## src/rtl/rr_arb_mux_oh.sv

```systemverilog
// Round-robin arbitrating one-hot mux: picks one of InputWidth valid/ready requesters,
// steers its payload through an AND-OR mux, and presents it on one output port.
module rr_arb_mux_oh #(
   parameter int  InputWidth = 8,
   parameter int  DataWidth  = 8,
   parameter int  OutputReg  = 1,
   localparam int IdxWidth   = $clog2(InputWidth)
) (
   input  logic                                  clk_i,
   input  logic                                  rst_i,
   input  logic [InputWidth-1:0]                 valid_i,
   input  logic [InputWidth-1:0][DataWidth-1:0]  data_i,
   output logic [InputWidth-1:0]                 ready_o,
   output logic                                  out_valid_o,
   input  logic                                  out_ready_i,
   output logic [DataWidth-1:0]                  out_data_o,
   output logic [InputWidth-1:0]                 out_grant_o,
   output logic [IdxWidth-1:0]                   out_idx_o
);

   // Handshake: a transfer happens on an edge where valid and ready are both high;
   // ready never depends on the payload, and ready_o carries at most one set bit.

   logic [IdxWidth-1:0]   ptr_q;
   logic [InputWidth-1:0] gnt;
   logic [IdxWidth-1:0]   gnt_idx;
   logic [DataWidth-1:0]  mux_data;
   logic                  accept;
   logic                  xfer;
   logic                  found;
   int                    j;

   // Search starts at ptr_q and wraps; the first valid requester wins.
   always_comb begin
      gnt     = '0;
      gnt_idx = '0;
      found   = 1'b0;
      j       = 0;
      for (int k = 0; k < InputWidth; k++) begin
         j = int'(ptr_q) + k;
         if (j >= InputWidth) j = j - InputWidth;
         if (!found && valid_i[j]) begin
            gnt[j]  = 1'b1;
            gnt_idx = IdxWidth'(j);
            found   = 1'b1;
         end
      end
   end

   always_comb begin
      mux_data = '0;
      for (int m = 0; m < InputWidth; m++) begin
         mux_data = mux_data | (data_i[m] & {DataWidth{gnt[m]}});
      end
   end

   assign ready_o = rst_i ? '0 : (gnt & {InputWidth{accept}});
   assign xfer    = |(valid_i & ready_o);

   always_ff @(posedge clk_i) begin
      if (rst_i) begin
         ptr_q <= '0;
      end else if (xfer) begin
         ptr_q <= (gnt_idx == IdxWidth'(InputWidth - 1)) ? '0 : gnt_idx + 1'b1;
      end
   end

   generate
      if (OutputReg != 0) begin : g_reg
         logic                  out_valid_q;
         logic [DataWidth-1:0]  out_data_q;
         logic [InputWidth-1:0] out_grant_q;
         logic [IdxWidth-1:0]   out_idx_q;

         // A draining slice can take a new payload on the same edge.
         assign accept = !out_valid_q | out_ready_i;

         always_ff @(posedge clk_i) begin
            if (rst_i) begin
               out_valid_q <= 1'b0;
               out_data_q  <= '0;
               out_grant_q <= '0;
               out_idx_q   <= '0;
            end else if (xfer) begin
               out_valid_q <= 1'b1;
               out_data_q  <= mux_data;
               out_grant_q <= gnt;
               out_idx_q   <= gnt_idx;
            end else if (out_ready_i) begin
               out_valid_q <= 1'b0;
            end
         end

         assign out_valid_o = out_valid_q;
         assign out_data_o  = out_data_q;
         assign out_grant_o = out_grant_q;
         assign out_idx_o   = out_idx_q;
      end else begin : g_comb
         assign accept      = out_ready_i;
         assign out_valid_o = !rst_i && (|valid_i);
         assign out_data_o  = rst_i ? '0 : mux_data;
         assign out_grant_o = rst_i ? '0 : gnt;
         assign out_idx_o   = rst_i ? '0 : gnt_idx;
      end
   endgenerate

   a_ready_onehot0: assert property (@(posedge clk_i) $onehot0(ready_o));
   a_grant_onehot0: assert property (@(posedge clk_i) $onehot0(out_grant_o));
   a_gnt_onehot0:   assert property (@(posedge clk_i) $onehot0(gnt));

endmodule

```

## config.mk

```make
export PLATFORM = sky130hd
export DESIGN_NAME = rr_arb_mux_oh
export DESIGN_NICKNAME = d
export VERILOG_FILES = /design/src/rtl/rr_arb_mux_oh.sv
export SDC_FILE = /design/constraint.sdc
export NUM_CORES = 1
export LEC_CHECK = 0
export ABC_AREA = 1
export CORE_MARGIN = 2
export CORE_UTILIZATION = 48
export CTS_CLUSTER_DIAMETER = 60
export CTS_CLUSTER_SIZE = 16
export DETAILED_ROUTE_END_ITERATION = 6
export HOLD_SLACK_MARGIN = 0.08
export PLACE_DENSITY_LB_ADDON = 0.05
export SLEW_MARGIN = 40
export SYNTH_ARGS = -nofsm -noshare
export SYNTH_HDL_FRONTEND = slang
export SYNTH_SLANG_ARGS = --single-unit
```

## constraint.sdc

```tcl
create_clock -name clk_i -period 4.05 [get_ports clk_i]
set_clock_uncertainty 0.05 [all_clocks]
set_input_delay 1.0125 -clock clk_i [delete_from_list [all_inputs] [get_ports clk_i]]
set_output_delay 1.0125 -clock clk_i [all_outputs]
set_load 0.05 [all_outputs]
```

### Word-level counts from Yosys, hierarchy flattened

Cells that the tools add are included.

* output and inout bits: 28
* register bits after elaboration: 23

* bitwise operators: 25
* $lt $le $gt $ge: 24
* add/subtract/negate cells: 16
* multiplexer cells: 75
* reduce and logical (&&, ||, !) cells: 25
* equal/unequal tests: 1

Operator list (number)
* greater-or-equal comparator 32 x 1 -> 1 bit, second input constant: 8
* < comparator 32 x 5 -> 1 bit, second input constant: 8
* two-way mux 32 bit: 8
* OR 8 bit: 14
* AND 8 bit: 10
* two-way mux 8 bit: 9
* subtractor 4 x 4 -> 5 bit, second input constant: 7
* two-way mux 1 bit: 33
* greater-or-equal comparator 4 bit, second input constant: 7
* two-way mux 3 bit: 9
* binary-select mux 1 bit (select 3 bit): 8
* demux 1 bit (select 3 bit): 8
* adder 3 x 3 -> 4 bit, second input constant: 4
* logical AND 1 bit: 15
* adder 3 x 2 -> 4 bit, second input constant: 2
* zero test 1 bit: 8
* OR reduction 8 bit: 1
* subtractor 3 x 4 -> 5 bit, second input constant: 1
* adder 3 x 1 -> 4 bit, second input constant: 1
* greater-or-equal comparator 3 x 4 -> 1 bit, second input constant: 1
* adder 3 x 1 -> 3 bit, second input constant: 1
* == test 3 bit, second input constant: 1
* nonzero test 2 bit: 1
* OR 1 bit: 1

### Longest topological paths before layout

Gate-level depths: netlist of the first run.

* depth after elaboration: 35
* depth in mapped cells: 26

### Worst setup path before layout of the first run

OpenSTA, ideal clock, no wires.

* kind: register -> output
* from: register ptr_q[0]
* to: output port ready_o[7]
* cell stages (with the launch flop): 18
* buffers on the path: 4
* data arrival time: 3442 ps
* path slack: -454 ps
* cells stage by stage: dfxtp_1 inv_2 buf_6 clkbuf_1 ha_1 buf_4 inv_1 buf_2 nand3_1 nand2_1 nand2_1 nand2_2 nand4_4 nor2_8 nand2_4 clkinv_8 nand2_4 a31oi_1

* cells in the longest elaborated chain, start to end: 29
* elaborated cells on any way between the ends: 133
* those cells by class: 15 x add/sub; 24 x order compare; 64 x mux; 8 x bitwise; 22 x reduce/logical

Ends and longest elaborated chain
* from (decl): RTL line 24 `logic [IdxWidth-1:0] ptr_q;`
* from (signal assigned): RTL line 64 `ptr_q <= (gnt_idx == IdxWidth'(InputWidth - 1)) ? '0 : gnt_idx + 1'b1;`
* parallel branches: the longest is 26 deep, another holds greater-or-equal comparator 32 x 1 -> 1 bit
* two-way mux 8 bit (*): RTL line 42 `if (!found && valid_i[j]) begin`
* AND 8 bit (*): RTL line 57 `assign ready_o = rst_i ? '0 : (gnt & {InputWidth{accept}});`
* two-way mux 8 bit (*): RTL line 57
* to (decl): RTL line 13 `output logic [InputWidth-1:0] ready_o,`

Every way passes the cells marked *. The select of a mux whose other input is x is not followed.

### Worst setup path after layout of the first run

* from: input port valid_i[7]
* to: output port ready_o[5]

* cells in the longest elaborated chain, start to end: 27
* elaborated cells on any way between the ends: 62
* those cells by class: 40 x mux; 8 x bitwise; 14 x reduce/logical

Ends and longest elaborated chain
* from (decl): RTL line 11 `input logic [InputWidth-1:0] valid_i,`
* binary-select mux 1 bit (select 3 bit): RTL line 42
* two-way mux 1 bit (implied by the code) (2 in a row): RTL line 42
* two-way mux 1 bit: RTL line 42
* zero test 1 bit: RTL line 42
* logical AND 1 bit: RTL line 42
* two-way mux 1 bit: RTL line 42
* zero test 1 bit: RTL line 42
* logical AND 1 bit: RTL line 42
* [10 not listed]
* zero test 1 bit: RTL line 42
* logical AND 1 bit: RTL line 42
* two-way mux 1 bit: RTL line 42
* zero test 1 bit: RTL line 42
* logical AND 1 bit: RTL line 42
* two-way mux 8 bit (*): RTL line 42
* AND 8 bit (*): RTL line 57
* two-way mux 8 bit (*): RTL line 57

Every way passes the cells marked *; elsewhere a longest branch is shown, timed or not. The select of a mux whose other input is x is not followed.

==> results of run 1 <==
[flip-flops by register name, summed over array words and instances, names as in the netlist]
register and flops:
out_data_o 8, out_grant_o 8, out_idx_o 3, out_valid_o 1, ptr_q 3
[power by group through the flow]
| stage | sequential [W] | combinational [W] | clock [W] |
|---|---|---|---|
| 6_report | 0.000396 | 0.00444 | 0.000147 |
| 3_3_place_gp | 0.000383 | 0.00404 | 0 |
| 4_1_cts | 0.000389 | 0.00430 | 0.000145 |
| 5_1_grt | 0.000405 | 0.00481 | 0.000157 |
| 3_5_place_dp | 0.000391 | 0.00413 | 0 |
| 2_1_floorplan | 0.000667 | 0.00246 | 0 |
[worst paths after layout]
check	endpoint	slack [ns]
setup reg to reg	ptr_q[2]	0.56
setup / recovery	ready_o[5]	0.02
hold reg to reg	out_grant_o[4]	0.44
hold / removal	out_grant_o[4]	0.44
[metrics by stage]
| step | hold slack, ns | total power, W |
|---|---|---|
| 5_1_grt | 0.476 | 0.00537 |
| 6_report | 0.442 | 0.00498 |
| 3_3_place_gp | 0.415 | 0.00442 |
| 3_5_place_dp | 0.432 | 0.00452 |
| 4_1_cts | 0.443 | 0.00483 |
| 2_1_floorplan | 0.650 | 0.00313 |
[per-layer routing]
metal,global-route usage (%),up-vias
met5,0,-
met4,10.2,0
met3,4.43,51
met2,53.9,251
met1,40.7,2038
li1,-,2211
[worst max-delay path, cell delays in order]
cell and delay, ns:
dlygate4sd2_1 0.26, nand2_2 0.09, nand3_1 0.14, nand2_1 0.13, nor2_1 0.06, nor2_2 0.20
nand4_4 0.22, nor2_8 0.19, nand2_4 0.09, clkinv_8 0.09, buf_12 0.11, nand2_4 0.05
a31oi_4 0.17, buf_12 0.15
[final cells by class]
cell class,instances,area (sq um),area share [%]
Clock inverter,1,5.00,0.0930
Multi-Input combinational cell,490,2790,51.8
Inverter,48,200,3.72
Tap cell,80,100,1.86
Timing Repair Buffer,186,1780,33.1
Clock buffer,3,41.3,0.768
Sequential cell,23,464,8.63
[what timing repair did]
action / in CTS / in global routing
cloned: 1 / 0
setup endpoints to repair: 8 / 8
setup buffers: 4 / 1
hold endpoints to repair: 0 / 0
gates resized for setup: 34 / 20
pin swaps: 16 / 11
[synth_stat cells (all sizes together)]
cell / count / area share [%]
dfxtp: 23 / 14
a31oi: 5 / 0.93
o21ai: 5 / 0.86
a21oi: 19 / 2.8
buf: 15 / 3.9
clkinv: 1 / 0.49
o211ai: 1 / 0.22
nand2: 231 / 29
o221ai: 2 / 0.52
inv: 47 / 5.3
nand3: 67 / 14
o21bai: 1 / 0.56
a21boi: 1 / 0.22
ha: 10 / 3.7
clkbuf: 3 / 0.34
a32o: 1 / 0.30
nand3b: 15 / 3.4
nor3: 24 / 3.6
a211oi: 1 / 0.22
nor2: 93 / 13
nand4: 11 / 2.7
or2: 1 / 0.19
o22ai: 1 / 0.19
[kinds of logic after synthesis]
logic type / Yosys count
buf+inv: 66
simple gates: 442
compound gates: 37
fa+ha+maj: 10
flops: 23
==> results.sh, run 1 <==
export IMPL_outcome="finished clean"
export IMPL_seqPwrFrac_pct=7.9
export IMPL_syn_inst=578
export IMPL_top_layer_used="met4"
export IMPL_place_area_sq_mm=0.00511
export IMPL_slew_headroom_pct=54.5
export IMPL_routed_wl_mm=12.4
export IMPL_start_util_pct=49.6
export IMPL_dr_wl_met3_um=891
export IMPL_cts_tree="done"
export IMPL_layout_nets=837
export IMPL_setup_slack_ns=0.0244
export IMPL_drc_errors=0
export IMPL_slew_viol_final=0
export IMPL_synth_mux_area_share_pct=0
export IMPL_hold_path_startpoint="out_grant_o[4]"
export IMPL_synth_cell_types=38
export IMPL_cp_startpoint="valid_i[7]"
export IMPL_final_common_cell="nand2_1"
export IMPL_rsz0062_at_grt="yes"
export IMPL_final_cell_mix="nand2_1, clkdlybuf4s50_1, buf_4"
export IMPL_p_int_w=0.00209
export IMPL_antenna_found_initial=0
export IMPL_r2r_cells=20
export IMPL_num_rows=30
export IMPL_syn2layout_area_growth_pct=60.5
export IMPL_drive_above_1_share_pct=27.2
export IMPL_holdPathStages=2
export IMPL_gr_total_overflow=0
export IMPL_routedWlPerCell_um=14.9
export IMPL_worstPathMaxFanout=7
export IMPL_firstDrtPassIters=6
export IMPL_clkPwrFrac_pct=2.9
export IMPL_comb_power_share_pct=89.1
export IMPL_cts_made_buffers=3
export IMPL_wl_met1_mm=5.06
export IMPL_power_density_mw_per_mm2=926
export IMPL_io_pins=103
export IMPL_yosys_area_share_simple_pct=65.6
export IMPL_cts_htree_levels=1
export IMPL_setup_violations=0
export IMPL_core_area_sq_mm=0.00676
export IMPL_final_cells=831
export IMPL_ir_worst_vdd_uv=596
export IMPL_syn_cell_area_sq_mm=0.00335
export IMPL_dieArea_sq_mm=0.00767
export IMPL_nFillCells=485
export IMPL_hp_class="reg -> reg"
export IMPL_seq_area_frac_synth_pct=13.7
export IMPL_postSynthAreaPerCell_sq_um=5.80
export IMPL_dp_slack_ns=-0.191
export IMPL_worstPathArrival_ns=2.96
export IMPL_synth_seq_cells=23
export IMPL_worst_pin_slew_ns=0.681
export IMPL_die_x_um=87.6
export IMPL_critPathKind="in -> out"
export IMPL_grt_pass1_vias=4293
export IMPL_drt_vias_per_instance=5.48
export IMPL_utilization_pct=79.6
export IMPL_place_congestion=0.938
export IMPL_cts_sinks=23
export IMPL_design_area_sq_mm=0.00538
export IMPL_fin_tns_setup_ns=0
export IMPL_hold_violations=0
export IMPL_synthAdderAreaFrac_pct=3.73
export IMPL_switching_share_pct=57.9
export IMPL_fin_crit_ns=4.03
export IMPL_cts_root_buf="clkbuf_8"
export IMPL_fmax_ghz=0.248
export IMPL_switchingPower_w=0.00289
export IMPL_dp_hpwl_mm=9.56
export IMPL_grt_use_total_pct=31.5
export IMPL_clk_pin_slew_ns=0.08
export IMPL_cap_violations=0
export IMPL_synth_compound_area_share_pct=6.87
export IMPL_leakage_nw=2.72
export IMPL_grt_max_degree=36
export IMPL_fp_dieH_um=87.6
export IMPL_vias=4551
export IMPL_cp_data_required_time_ns=2.99
export IMPL_port_buffers=102
export IMPL_cp_start_kind="input port"
export IMPL_dp_cells=821
export IMPL_synth_top_family_by_area="simple AND/OR/NAND/NOR gates"
export IMPL_grt_pass1_wl_mm=19.5
export IMPL_synthXorXnorAreaFrac_pct=0
export IMPL_syn_nets=663
export IMPL_fin_crit_sh_pct=99.4
export IMPL_r2r_start="ptr_q[0]"
export IMPL_clk_path_buf_depth=2
export IMPL_end_kind="primary output"
export IMPL_yosysWarningCount=0
export IMPL_holdBufCountCts=0
export IMPL_clk_latency_ns=0.27
export IMPL_antenna_cells=0
export IMPL_drtAntennaViolNets=0
export IMPL_drt_iter0_markers=416
export IMPL_wl_met2_mm=6.01
Power figures use the tool's default switching activity.
==> run 2, diff against run 1 <==
--- a/config.mk
+++ b/config.mk
@@ -7,7 +7,7 @@
 export LEC_CHECK = 0
 export ABC_AREA = 1
 export CORE_MARGIN = 2
-export CORE_UTILIZATION = 48
+export CORE_UTILIZATION = 40
 export CTS_CLUSTER_DIAMETER = 60
 export CTS_CLUSTER_SIZE = 16
 export DETAILED_ROUTE_END_ITERATION = 6
==> run 2 against run 1 <==
Register-to-register slack better by 0.09 ns; sequential power fell by 5.1%; largest power group unchanged; count of clock-buffer cells in the layout is 1 higher; combinational power is 3% lower; sequential share of layout area about the same; worst hold slack barely moved; routed wire length is 3.7% lower; clock power shrank 3%; utilization decreased by 14 points; die area is 19% higher.
==> results.sh, run 2 (synthesis results as in run 1) <==
export IMPL_seqPwrFrac_pct=7.8
export IMPL_place_congestion=0.886
export IMPL_cts_root_buf="clkbuf_8"
export IMPL_hold_path_startpoint="out_grant_o[4]"
export IMPL_critPathKind="in -> out"
export IMPL_worstPathArrival_ns=2.87
export IMPL_end_kind="primary output"
export IMPL_antenna_found_initial=0
export IMPL_fin_tns_setup_ns=0
export IMPL_cap_violations=0
export IMPL_dp_hpwl_mm=9.47
export IMPL_fp_dieH_um=95.5
export IMPL_r2r_end="ptr_q[2]"
export IMPL_holdBufCountCts=0
export IMPL_final_cell_mix="nand2_1, clkdlybuf4s50_1, nor2_1"
export IMPL_die_x_um=95.5
export IMPL_grt_max_degree=24
export IMPL_antenna_cells=0
export IMPL_cts_htree_levels=1
export IMPL_firstDrtPassIters=5
export IMPL_cp_data_required_time_ns=2.99
export IMPL_io_pins=103
export IMPL_p_int_w=0.00204
export IMPL_dieArea_sq_mm=0.00913
export IMPL_num_rows=33
export IMPL_ir_worst_vdd_uv=401
export IMPL_fmax_ghz=0.254
export IMPL_clk_path_buf_depth=2
export IMPL_comb_power_share_pct=89.3
export IMPL_layout_nets=824
export IMPL_setup_violations=0
export IMPL_slowest_stage="dlygate4sd2_1"
export IMPL_switchingPower_w=0.00280
export IMPL_core_area_sq_mm=0.00818
export IMPL_cts_tree="done"
export IMPL_fin_crit_sh_pct=97.2
export IMPL_r2r_cells=20
export IMPL_leakage_nw=2.66
export IMPL_utilization_pct=65.3
export IMPL_cp_startpoint="valid_i[3]"
export IMPL_grt_use_total_pct=26.4
export IMPL_drc_errors=0
export IMPL_setup_slack_ns=0.113
export IMPL_final_common_cell="nand2_1"
export IMPL_routedWlPerCell_um=14.2
export IMPL_fin_crit_ns=3.94
export IMPL_switching_share_pct=57.8
export IMPL_power_density_mw_per_mm2=907
export IMPL_hp_class="reg -> reg"
export IMPL_dp_slack_ns=-0.181
export IMPL_vias=4342
export IMPL_slew_viol_final=0
export IMPL_cp_start_kind="input port"
export IMPL_hold_violations=0
export IMPL_r2r_start="ptr_q[0]"
export IMPL_outcome="finished clean"
export IMPL_holdWs_ns=0.442
export IMPL_clk_pin_slew_ns=0.08
export IMPL_routed_wl_mm=11.9
export IMPL_nFillCells=763
export IMPL_syn2layout_area_growth_pct=59.3
export IMPL_drive_above_1_share_pct=25.5
export IMPL_drt_vias_per_instance=5.15
export IMPL_critPathMaxStageDelay_ns=0.27
export IMPL_holdPathStages=2
export IMPL_cp_common_cell="nand2_1"
export IMPL_drt_iter0_markers=250
export IMPL_crit_chain="dlygate4sd2_1, nand2_1, nand3_1, nand2_1, nand2_1, nand2_2, nand4_4, nor2_8, nand2_4, clkinv_8, nand2_2, nand3_4, inv_2, nor2_4, buf_12"
export IMPL_clkPwrFrac_pct=2.9
export IMPL_worstPathMaxFanout=8
export IMPL_rrSetupSlack_ns=0.65
export IMPL_worst_pin_slew_ns=0.724
export IMPL_slew_headroom_pct=51.7
export IMPL_cts_sinks=23
export IMPL_drtAntennaViolNets=0
export IMPL_grt_pass1_vias=3976
export IMPL_gr_total_overflow=0
export IMPL_clk_latency_ns=0.26
export IMPL_min_to="out_grant_o[4]"
export IMPL_port_buffers=102
export IMPL_cts_made_buffers=3
export IMPL_grt_pass1_wl_mm=19.1
export IMPL_start_util_pct=41.0
==> run 2: through the flow <==
stage                     instance area (sq um)  cells  power (W)
after floorplan                            3450    578    0.00313
after global placement                     5130    836    0.00447
after detailed placement                   5130    836    0.00451
after CTS                                  5230    843    0.00473
after global routing                       5340    843    0.00528
final                                      5340    843    0.00484
==> run 2: critical path, delay by kind of cell <==
family | cells | cell delay (ns)
AND/OR/NAND/NOR | 11 | 1.29
buffers and inverters | 4 | 0.57
==> run 2: power by group through the flow <==
stage	clock [W]	combinational, W	sequential [W]
CTS	0.000145	0.00421	0.000374
global route	0.000154	0.00475	0.000383
detailed placement	0	0.00414	0.000379
global placement	0	0.00409	0.000375
floorplan	0	0.00246	0.000667
finish	0.000142	0.00432	0.000376
==> run 2: what timing repair did <==
| action | CTS | global route |
|---|---|---|
| setup buffers | 2 | 0 |
| hold endpoints to repair | 0 | 0 |
| cloned | 1 | 0 |
| pin swaps | 12 | 15 |
| resized for setup | 19 | 30 |
| setup endpoints to repair | 8 | 8 |
==> run 2: worst max path at each step <==
stage                       endpoint  slack [ns]  cells past startpoint
after floorplan           ready_o[4]        0.02                     19
after global placement    ready_o[4]       -0.14                     14
after detailed placement  ready_o[4]       -0.18                     14
after CTS                 ready_o[4]        0.03                     16
after global routing      ready_o[2]      -0.001                     15
final                     ready_o[2]        0.11                     15
==> run 2: cell type report <==
class | instances | area (sq um) | area share [%]
tap | 105 | 131 | 2.46
timing repair buffer | 173 | 1710 | 32.1
inverter | 48 | 200 | 3.75
clock buffer | 4 | 45.0 | 0.844
sequential | 23 | 460 | 8.62
multi-input combinational | 490 | 2790 | 52.2
==> run 2: metal layers <==
layer	GRT usage, %	up-vias	wire, um
li1	-	2190	-
met1	36.7	1967	5350
met2	44.6	166	5720
met3	2.77	19	697
met4	4.40	0	180
met5	0	-	0
==> run 3, diff against run 2 <==
==> constraint.sdc (replaced) <==
create_clock -name clk_i -period 3.7 [get_ports clk_i]
set_clock_uncertainty 0.05 [all_clocks]
set_input_delay 0.925 -clock clk_i [delete_from_list [all_inputs] [get_ports clk_i]]
set_output_delay 0.925 -clock clk_i [all_outputs]
set_load 0.05 [all_outputs]
==> run 3 against run 2 <==
Clock power increased by 9%; combinational power increased by 15%; power up 14%; non-clock buffer count rose by 18; count of clock-buffer cells in the layout did not move; first-iteration DRC count decreased by 5.2%; routed wire length is 4.2% higher; via count up 3.7%; worst hold slack better by 0.0054 ns; final cell count rose by 2.1%; largest cell class unchanged; highest routed layer unchanged.
==> results.sh, run 3 (synthesis results as in run 1) <==
export IMPL_grt_use_total_pct=26.7
export IMPL_io_pins=103
export IMPL_layout_nets=842
export IMPL_fin_crit_sh_pct=98.3
export IMPL_gr_total_overflow=0
export IMPL_start_util_pct=41.0
export IMPL_final_cells=861
export IMPL_final_cell_mix="nand2_1, clkdlybuf4s50_1, buf_4"
export IMPL_final_common_cell="nand2_1"
export IMPL_routedWlPerCell_um=14.5
export IMPL_fin_crit_ns=3.64
export IMPL_num_rows=33
export IMPL_die_x_um=95.5
export IMPL_dp_slack_ns=-0.353
export IMPL_critPathMaxStageDelay_ns=0.28
export IMPL_holdWs_ns=0.447
export IMPL_leakage_nw=2.72
export IMPL_clk_pin_slew_ns=0.08
export IMPL_syn2layout_area_growth_pct=63.3
export IMPL_slew_viol_final=0
export IMPL_worst_pin_slew_ns=0.703
export IMPL_crit_chain="buf_2, nand2_2, nand3_4, nand2_2, nor2_1, nor2_2, nand4_4, nor2_8, nand4_1, a31oi_4, buf_12"
export IMPL_firstDrtPassIters=5
export IMPL_drt_vias_per_instance=5.23
export IMPL_multi_input_area_sq_mm=0.00285
export IMPL_slowest_stage="a31oi_4"
export IMPL_antenna_found_initial=0
export IMPL_nFillCells=729
export IMPL_cp_common_cell="nand2_2"
export IMPL_core_area_sq_mm=0.00818
export IMPL_cts_sinks=23
export IMPL_slew_headroom_pct=53.1
export IMPL_end_kind="primary output"
export IMPL_cp_start_kind="input port"
export IMPL_drive_above_1_share_pct=29.2
export IMPL_dp_hpwl_mm=9.61
export IMPL_drt_iter0_markers=237
export IMPL_drtAntennaViolNets=0
export IMPL_grt_pass1_wl_mm=19.3
export IMPL_worstPathMaxFanout=5
export IMPL_critPathKind="in -> out"
export IMPL_port_buffers=102
export IMPL_holdBufCountCts=0
export IMPL_cts_root_buf="clkbuf_8"
export IMPL_place_congestion=0.926
export IMPL_setup_slack_ns=0.0625
export IMPL_hold_violations=0
export IMPL_worstPathArrival_ns=2.66
export IMPL_grt_max_degree=26
export IMPL_regArea_sq_um=465
export IMPL_antenna_cells=0
export IMPL_fp_dieH_um=95.5
export IMPL_clk_path_buf_depth=2
export IMPL_grt_pass1_vias=4037
export IMPL_cp_data_required_time_ns=2.72
export IMPL_power_density_mw_per_mm2=1010
export IMPL_dp_cells=844
export IMPL_utilization_pct=66.9
export IMPL_cts_tree="done"
export IMPL_hp_class="reg -> reg"
export IMPL_clk_latency_ns=0.26
export IMPL_cts_made_buffers=3
export IMPL_fin_tns_setup_ns=0
export IMPL_cap_violations=0
export IMPL_cts_htree_levels=1
export IMPL_routed_wl_mm=12.4
export IMPL_drc_errors=0
export IMPL_vias=4502
export IMPL_dieArea_sq_mm=0.00913
export IMPL_setup_violations=0
export IMPL_ir_worst_vdd_uv=522
export IMPL_fmax_ghz=0.275
export IMPL_outcome="finished clean"
## run 3: cell types whose count changed in the layout (fill, tap and decap cells not counted), sizes merged
cell / change
buf: +26
dlygate4sd2: -6
clkdlybuf4s15: -2
## run 3: layer usage
layer	track usage [%]	up-vias	part of all wire [%]
met5	0	-	0
met4	6.31	0	1.9
met3	3.16	20	6.2
met2	45.7	185	48
met1	35.7	2063	44
li1	-	2234	-
## run 3: final cells by class
type                            count  area share [%]
Tap cell                          105            2.40
Multi-Input combinational cell    490            52.1
Inverter                           48            3.93
Clock buffer                        4           0.823
Timing Repair Buffer              191            32.3
Sequential cell                    23            8.51
## run 3: what timing repair did
item,CTS,global route
hold endpoints to repair,0,0
setup buffers,6,6
resized for setup,61,28
endpoints found under the setup margin,8,8
pin swaps,21,19
gates cloned,1,0
## run 3: worst paths after layout
path / start / endpoint / slack [ns] / cells after the start
worst min-delay path: out_grant_o[4] / out_grant_o[4] / 0.45 / 2
worst max register to register: ptr_q[0] / ptr_q[2] / 0.51 / 20
worst max-delay path: valid_i[6] / ready_o[0] / 0.06 / 11
worst min register to register: out_grant_o[4] / out_grant_o[4] / 0.45 / 2
## run 3: per-stage QoR
stage	total power [W]	cell area, sq um
after global routing	0.00597	5470
after CTS	0.00533	5340
after detailed placement	0.00498	5150
after floorplan	0.00346	3470
after global placement	0.00491	5150
final	0.00553	5470
## run 3: report_power, final
| group | internal (W) | switching, W | total, W |
|---|---|---|---|
| combinational | 0.00190 | 0.00305 | 0.00495 |
| clock | 0.0000767 | 0.0000783 | 0.000155 |
| sequential | 0.000362 | 0.0000606 | 0.000423 |
## run 3: worst max-delay path, delay by kind of cell
family / cells / cell delay, ns
buffers and inverters: 2 / 0.30
AOI/OAI and AO/OA: 1 / 0.28
and+or+nand+nor: 8 / 1.15
